==> config.mk <==
export PLATFORM = sky130hd
export DESIGN_NAME = wb_line_master_flat
export DESIGN_NICKNAME = d
export VERILOG_FILES = /design/src/rtl/wb_line_master_pkg.sv /design/src/rtl/wishbone.sv /design/src/rtl/wb_line_master_sat_counter.sv /design/src/rtl/wb_line_master.sv /design/src/flat_wrapper.sv
export SDC_FILE = /design/constraint.sdc
export NUM_CORES = 1
export LEC_CHECK = 0
export CAP_MARGIN = 0
export CELL_PAD_IN_SITES_DETAIL_PLACEMENT = 1
export CELL_PAD_IN_SITES_GLOBAL_PLACEMENT = 1
export CORE_AREA = 3 3 243 245
export CTS_CLUSTER_DIAMETER = 80
export DETAILED_ROUTE_END_ITERATION = 7
export DIE_AREA = 0 0 246 248
export PLACE_DENSITY = 0.7
export SYNTH_ARGS = -nofsm -noshare
export SYNTH_HDL_FRONTEND = slang
export SYNTH_SLANG_ARGS = --single-unit
==> constraint.sdc <==
create_clock -name clk -period 1.9 [get_ports clk]
set_input_delay 0.38 -clock clk [delete_from_list [all_inputs] [get_ports clk]]
set_output_delay 0.38 -clock clk [all_outputs]
set_load 0.005 [all_outputs]
==> src/rtl/wb_line_master_pkg.sv <==
`default_nettype none
// ============================================================================
// Module   : lc3b_types (package)
// Purpose  : Shared line/address types and the wishbone line-master state set.
// Revision : 1.0 - initial release
// ============================================================================
package lc3b_types;

  // One cache line and the line-granular address that selects it.
  typedef logic [127:0] lc3b_line;
  typedef logic [11:0]  lc3b_line_adr;

  // Byte-lane mask covering a whole line.
  localparam logic [15:0] SEL_ALL = 16'hFFFF;

  // Master sequencing: wait for a request, run the bus cycle, report.
  typedef enum logic [1:0] {
    IDLE = 2'd0,
    BUS  = 2'd1,
    DONE = 2'd2
  } wb_master_state_t;

endpackage : lc3b_types
`default_nettype wire

==> src/rtl/wishbone.sv <==
`default_nettype none
// ============================================================================
// Module   : wishbone (interface)
// Purpose  : Line-wide wishbone link between the L1 line master and the L2.
// Revision : 1.0 - initial release
// ============================================================================
interface wishbone;
  import lc3b_types::*;

  logic         CYC;
  logic         STB;
  logic         WE;
  logic [15:0]  SEL;
  lc3b_line_adr ADR;
  lc3b_line     DAT_M;
  lc3b_line     DAT_S;
  logic         ACK;
  logic         RTY;

  modport master (
    output CYC, STB, WE, SEL, ADR, DAT_M,
    input  ACK, RTY, DAT_S
  );

  modport slave (
    input  CYC, STB, WE, SEL, ADR, DAT_M,
    output ACK, RTY, DAT_S
  );

endinterface : wishbone
`default_nettype wire

==> src/rtl/wb_line_master_sat_counter.sv <==
`default_nettype none
// ============================================================================
// Module   : sat_counter
// Purpose  : Up-counter that sticks at all-ones; clear beats increment.
// Revision : 1.0 - initial release
// ============================================================================
module sat_counter #(
  parameter int unsigned WIDTH = 16
) (
  input  logic             clk,
  input  logic             rst,
  input  logic             clear,
  input  logic             inc,
  output logic [WIDTH-1:0] count
);

  logic [WIDTH-1:0] r_count;

  // Count events, holding at the maximum value instead of wrapping.
  always_ff @(posedge clk) begin
    if (rst || clear) begin
      r_count <= '0;
    end else if (inc && (r_count != {WIDTH{1'b1}})) begin
      r_count <= r_count + 1'b1;
    end
  end

  assign count = r_count;

endmodule : sat_counter
`default_nettype wire

==> src/rtl/wb_line_master.sv <==
`default_nettype none
// ============================================================================
// Module   : wb_line_master
// Purpose  : Converts the L1 line-request handshake into wishbone cycles
//            toward the L2, with timeout abort and statistics counters.
// Revision : 1.0 - initial release
// ============================================================================
module wb_line_master
  import lc3b_types::*;
#(
  parameter int unsigned TIMEOUT = 1024,
  parameter int unsigned CNT_W   = 16
) (
  input  logic             clk,
  input  logic             rst,
  input  logic             mem_read,
  input  logic             mem_write,
  input  logic [15:0]      mem_address,
  input  lc3b_line         mem_wdata,
  input  logic [15:0]      mem_byte_enable,
  output lc3b_line         mem_rdata,
  output logic             mem_resp,
  output logic             mem_err,
  wishbone.master          wb,
  input  logic             stat_clear,
  output logic [CNT_W-1:0] txn_cnt,
  output logic [CNT_W-1:0] stall_cnt,
  output logic [CNT_W-1:0] timeout_cnt
);

  localparam int unsigned       WAIT_W    = $clog2(TIMEOUT);
  localparam logic [WAIT_W-1:0] WAIT_LAST = WAIT_W'(TIMEOUT - 1);

  wb_master_state_t  r_state;
  wb_master_state_t  w_next_state;

  // Transaction context captured when a request is accepted.
  lc3b_line_adr      r_adr;
  logic              r_we;
  logic [15:0]       r_sel;
  lc3b_line          r_dat;
  lc3b_line          r_rdata;
  logic              r_err;
  logic [WAIT_W-1:0] r_wait;

  logic              w_start;
  logic              w_ack_done;
  logic              w_timeout;
  logic              w_stall;
  logic              w_wait_inc;
  logic              w_txn_done;

  // The line offset bits never reach the bus; lines are always whole.
  logic              w_unused_adr_lsbs;
  assign w_unused_adr_lsbs = ^mem_address[3:0];

  // State register.
  always_ff @(posedge clk) begin
    if (rst) begin
      r_state <= IDLE;
    end else begin
      r_state <= w_next_state;
    end
  end

  // Next-state decode plus the single-cycle event strobes it implies.
  always_comb begin
    w_next_state = r_state;
    w_start      = 1'b0;
    w_ack_done   = 1'b0;
    w_timeout    = 1'b0;
    w_stall      = 1'b0;
    w_wait_inc   = 1'b0;
    case (r_state)
      IDLE: begin
        if (mem_read || mem_write) begin
          w_next_state = BUS;
          w_start      = 1'b1;
        end
      end
      BUS: begin
        if (wb.ACK) begin
          // ACK wins even if the slave also raised RTY.
          w_next_state = DONE;
          w_ack_done   = 1'b1;
        end else begin
          w_stall = wb.RTY;
          if (r_wait == WAIT_LAST) begin
            w_next_state = DONE;
            w_timeout    = 1'b1;
          end else begin
            w_wait_inc = 1'b1;
          end
        end
      end
      DONE: begin
        w_next_state = IDLE;
      end
      default: begin
        w_next_state = IDLE;
      end
    endcase
  end

  // Request capture, wait counting, error flag and read-line capture.
  always_ff @(posedge clk) begin
    if (rst) begin
      r_adr   <= '0;
      r_we    <= 1'b0;
      r_sel   <= '0;
      r_dat   <= '0;
      r_rdata <= '0;
      r_err   <= 1'b0;
      r_wait  <= '0;
    end else begin
      if (w_start) begin
        r_adr  <= mem_address[15:4];
        // Write has priority when both request lines are raised.
        r_we   <= mem_write;
        r_sel  <= mem_write ? mem_byte_enable : SEL_ALL;
        r_dat  <= mem_wdata;
        r_err  <= 1'b0;
        r_wait <= '0;
      end
      if (w_wait_inc) begin
        r_wait <= r_wait + 1'b1;
      end
      if (w_timeout) begin
        r_err <= 1'b1;
      end
      if (w_ack_done && !r_we) begin
        r_rdata <= wb.DAT_S;
      end
    end
  end

  assign w_txn_done = (r_state == DONE);

  // Bus and L1 outputs come straight from registered state.
  assign wb.CYC    = (r_state == BUS);
  assign wb.STB    = (r_state == BUS);
  assign wb.WE     = r_we;
  assign wb.SEL    = r_sel;
  assign wb.ADR    = r_adr;
  assign wb.DAT_M  = r_dat;
  assign mem_rdata = r_rdata;
  assign mem_resp  = w_txn_done;
  assign mem_err   = w_txn_done & r_err;

  sat_counter #(.WIDTH(CNT_W)) u_txn_cnt (
    .clk   (clk),
    .rst   (rst),
    .clear (stat_clear),
    .inc   (w_txn_done),
    .count (txn_cnt)
  );

  sat_counter #(.WIDTH(CNT_W)) u_stall_cnt (
    .clk   (clk),
    .rst   (rst),
    .clear (stat_clear),
    .inc   (w_stall),
    .count (stall_cnt)
  );

  sat_counter #(.WIDTH(CNT_W)) u_timeout_cnt (
    .clk   (clk),
    .rst   (rst),
    .clear (stat_clear),
    .inc   (w_timeout),
    .count (timeout_cnt)
  );

endmodule : wb_line_master
`default_nettype wire

==> src/flat_wrapper.sv <==
// flat-port wrapper written by rule: the top's interface ports become plain ports
module wb_line_master_flat import lc3b_types::*;
#(
  parameter int unsigned TIMEOUT = 1024,
  parameter int unsigned CNT_W   = 16
)
  (clk, rst, mem_read, mem_write, mem_address, mem_wdata, mem_byte_enable, mem_rdata, mem_resp, mem_err, stat_clear, txn_cnt, stall_cnt, timeout_cnt, wb_CYC, wb_STB, wb_WE, wb_SEL, wb_ADR, wb_DAT_M, wb_ACK, wb_RTY, wb_DAT_S);
  wishbone wb_i ();
  input  logic clk;
  input  logic rst;
  input  logic mem_read;
  input  logic mem_write;
  input  logic [15:0] mem_address;
  input  lc3b_line mem_wdata;
  input  logic [15:0] mem_byte_enable;
  output lc3b_line mem_rdata;
  output logic mem_resp;
  output logic mem_err;
  input  logic stat_clear;
  output logic [CNT_W-1:0] txn_cnt;
  output logic [CNT_W-1:0] stall_cnt;
  output logic [CNT_W-1:0] timeout_cnt;
  output wire logic [$bits(wb_i.CYC)-1:0] wb_CYC;
  output wire logic [$bits(wb_i.STB)-1:0] wb_STB;
  output wire logic [$bits(wb_i.WE)-1:0] wb_WE;
  output wire logic [$bits(wb_i.SEL)-1:0] wb_SEL;
  output wire logic [$bits(wb_i.ADR)-1:0] wb_ADR;
  output wire logic [$bits(wb_i.DAT_M)-1:0] wb_DAT_M;
  input wire logic [$bits(wb_i.ACK)-1:0] wb_ACK;
  input wire logic [$bits(wb_i.RTY)-1:0] wb_RTY;
  input wire logic [$bits(wb_i.DAT_S)-1:0] wb_DAT_S;
  assign wb_CYC = wb_i.CYC;
  assign wb_STB = wb_i.STB;
  assign wb_WE = wb_i.WE;
  assign wb_SEL = wb_i.SEL;
  assign wb_ADR = wb_i.ADR;
  assign wb_DAT_M = wb_i.DAT_M;
  assign wb_i.ACK = wb_ACK;
  assign wb_i.RTY = wb_RTY;
  assign wb_i.DAT_S = wb_DAT_S;
  wb_line_master #(.TIMEOUT(TIMEOUT), .CNT_W(CNT_W)) u_core (.clk(clk), .rst(rst), .mem_read(mem_read), .mem_write(mem_write), .mem_address(mem_address), .mem_wdata(mem_wdata), .mem_byte_enable(mem_byte_enable), .mem_rdata(mem_rdata), .mem_resp(mem_resp), .mem_err(mem_err), .wb(wb_i), .stat_clear(stat_clear), .txn_cnt(txn_cnt), .stall_cnt(stall_cnt), .timeout_cnt(timeout_cnt));
endmodule
==> run metrics <==
Longest Clk Path Bufs 3; Starting Density 0.221; fin. max-slew vios 0; Mean Syn Cell Area 8.04 um^2; Crit path buffers/inverters 1; cell count along the critical path 1; post-layout util 0.384; sequential fraction of the synthesis area 0.547; number of buffers created by CTS 42; Combinational Power Share 0.163; DRT Wirelength 55400 um; Cells after Synth 1574; fraction of layout instances using a drive strength above 1 0.105; drt drc 0; Synth top area share 0.547; Pwr Total 19.5 mW; final setup vio count 0; Top FF cell, synth dfxtp_1; DPL Wire Length 42200 um; LEAKAGE 8.19 nW; dpl cell area 0.0205 mm^2; Ys Warns 0; Clock power frac 0.431; total track usage 0.171; synth top area cells dfxtp_1 (55%), nand2_1 (17%), a21oi_1 (11%), clkbuf_1 (2.9%), nor2_1 (2.0%); P&R area growth vs syn 74.2%; PortBufs 627; CTS tree yes; Flop pwr share 0.406; CP Capture Type output port; crit-path cells clkdlybuf4s50_1; area of the multi-input gates 0.00537 mm^2; Peak VDD IR 0.576 mV; antenna-violating nets left 0; vias in the first global route 14500; Worst Skew 10.1 ps; Sequential Area 0.00700 mm^2; worst hold stages 2; RSZ-0062 raised after global routing no; Pre-antenna DRT Iters 4; #FFs+latches synth 346; Rel. slew slack 0.573; CTS H-Tree Depth 2; Initial DRC Count 443; Max Clock Freq 544 MHz; Post-synth EDFFs 0; nets 2539; Final Hold Slack 56.9 ps; Final Instance Area 0.0221 mm^2; Final Hold Fails 0; IO Pins 632; MaxCap Viol Count 0; Die Area 0.0610 mm^2; Worst-path clk slew 60 ps; R2R cell count 6; WL per Instance 18.2 um; routability cong. 0.805; PD cells 885 mW/mm^2; Critical Path Fanout Max 5; worst hold path type input pin to register; largest net degree at the start of global routing 122; clock sinks 346; Synth Cell Area 0.0127 mm^2; Core ar. 0.0574 mm^2; Die W 246 um; Root Driver clkbuf_16; Vias/cell 4.46; status completed; Clock Latency Late Sink 550 ps; final critical-path share of the clock period 0.968; switching portion of total power 0.249; kind of critical path register to output port; overflow left after global routing 0; slowest CP cell clkdlybuf4s50_1; Syn Nets 1873; Final min period 1840 ps; net switching power 4.87 mW; fill count 6734; Worst Path Arrival 1460 ps; P_int 14.7 mW; Setup crit start kind register; Worst Tran Pin Value 641 ps; initial antenna violation count 3; CP delay by family, top buffers and inverters; post-synthesis cell type count 50; Required @ worst endpoint 1520 ps; row cnt 88; total negative slack 0 ps; Die Height 248 um; first-pass GRT wire length 82800 um; slowest stage delay, CP 530 ps; dominant cell type by area after synthesis dfxtp_1; via count 13500; post-synthesis async set-or-reset flop share 0
## cell usage after synthesis (5+ instances only)
cell type  instances
and3_1            11
buf_1              5
inv_1              5
o22ai_1           16
a31oi_1            5
nand4_1           22
and4_1            10
dfxtp_1          346
nor3_1             9
nand2_1          572
a2111oi_2          5
xnor2_1           21
a311oi_1           5
a21oi_1          283
nand3_1           20
xor2_1            14
clkbuf_1          97
nor2_1            69
o21ai_0            5
## cell usage in the layout (no fill, tap or decap), types with 10 or more instances in the layout
cell / instances
clkbuf_1: 10
dfxtp_1: 309
dlygate4sd2_1: 28
and3_1: 11
dfxtp_2: 28
buf_4: 84
xnor2_1: 21
a21oi_1: 281
buf_12: 18
xor2_1: 14
clkbuf_16: 45
clkdlybuf4s50_1: 588
nor2_1: 68
nand3_1: 20
nand4_1: 22
o22ai_1: 16
nand2_1: 572
## per-layer routing
metal | routed length [um] | part of all wire | GRT usage | vias to the layer above
met5 | 0 | 0 | 0 | -
met4 | 1620 | 0.029 | 0.0643 | 0
met3 | 3700 | 0.067 | 0.0490 | 89
met2 | 29200 | 0.53 | 0.314 | 382
met1 | 20900 | 0.38 | 0.187 | 6523
li1 | - | - | - | 6551
## cell families after synthesis
group / after synthesis / share of synthesized area
compound gates: 332 / 0.142
fa+ha+maj: 4 / 0.00395
mux: 3 / 0.00247
simple gates: 741 / 0.245
flops: 346 / 0.547
buf+inv: 113 / 0.0352
xor+xnor: 35 / 0.0242
## flip-flops by register name, summed over array words and instances (netlist names)
signal,count
u_core.r_wait,10
u_core.u_timeout_cnt.count,16
u_core.r_err,1
u_core.mem_rdata,128
u_core.wb.SEL,16
u_core.u_txn_cnt.count,16
u_core.wb.DAT_M,128
u_core.u_stall_cnt.count,16
u_core.wb.WE,1
u_core.r_state,2
u_core.wb.ADR,12
## through the flow
step	worst slack, ps	instances
2_1_floorplan	33.1	1574
3_3_place_gp	-420	2958
3_5_place_dp	-474	2958
4_1_cts	2.45	3036
5_1_grt	0.448	3038
6_report	61.3	3039
## power groups by stage
stage	registers [mW]	logic, mW	clock network, mW
CTS	7.94	3.23	8.66
detailed placement	8.09	3.21	0
floorplan	8.10	0.979	0
finish	7.93	3.18	8.42
global route	7.98	3.46	9.00
global placement	8.06	3.15	0
## path summary, 6_finish.rpt
check                                                               from                                           to  slack [ps]
worst max-delay path            u_core.u_stall_cnt.count[9]$_SDFFE_PP0P_                                 stall_cnt[9]          60
worst min register to register          u_core.mem_rdata[8]$_SDFFE_PP0P_             u_core.mem_rdata[8]$_SDFFE_PP0P_         450
worst min-delay path                                                 rst                u_core.r_wait[8]$_SDFFE_PP0P_          60
worst max register to register             u_core.r_wait[0]$_SDFFE_PP0P_  u_core.u_timeout_cnt.count[10]$_SDFFE_PP0P_          90
## final cells by class
class | instances | area share
well taps | 765 | 0.0434
clock buffers | 63 | 0.0577
diodes | 1 | 0.000113
inverters | 5 | 0.000851
clock inverters | 14 | 0.00800
repair buffers | 730 | 0.329
multi-input cells | 1115 | 0.244
flip-flops and latches | 346 | 0.317
## what timing repair did
item                       CTS  global route
setup endpoints to repair   65            40
gates resized for setup     80            26
pin swaps                    0             2
buffers inserted             1             2
hold buffers                 0             0
No activity file was read; power rests on OpenSTA's default activity.
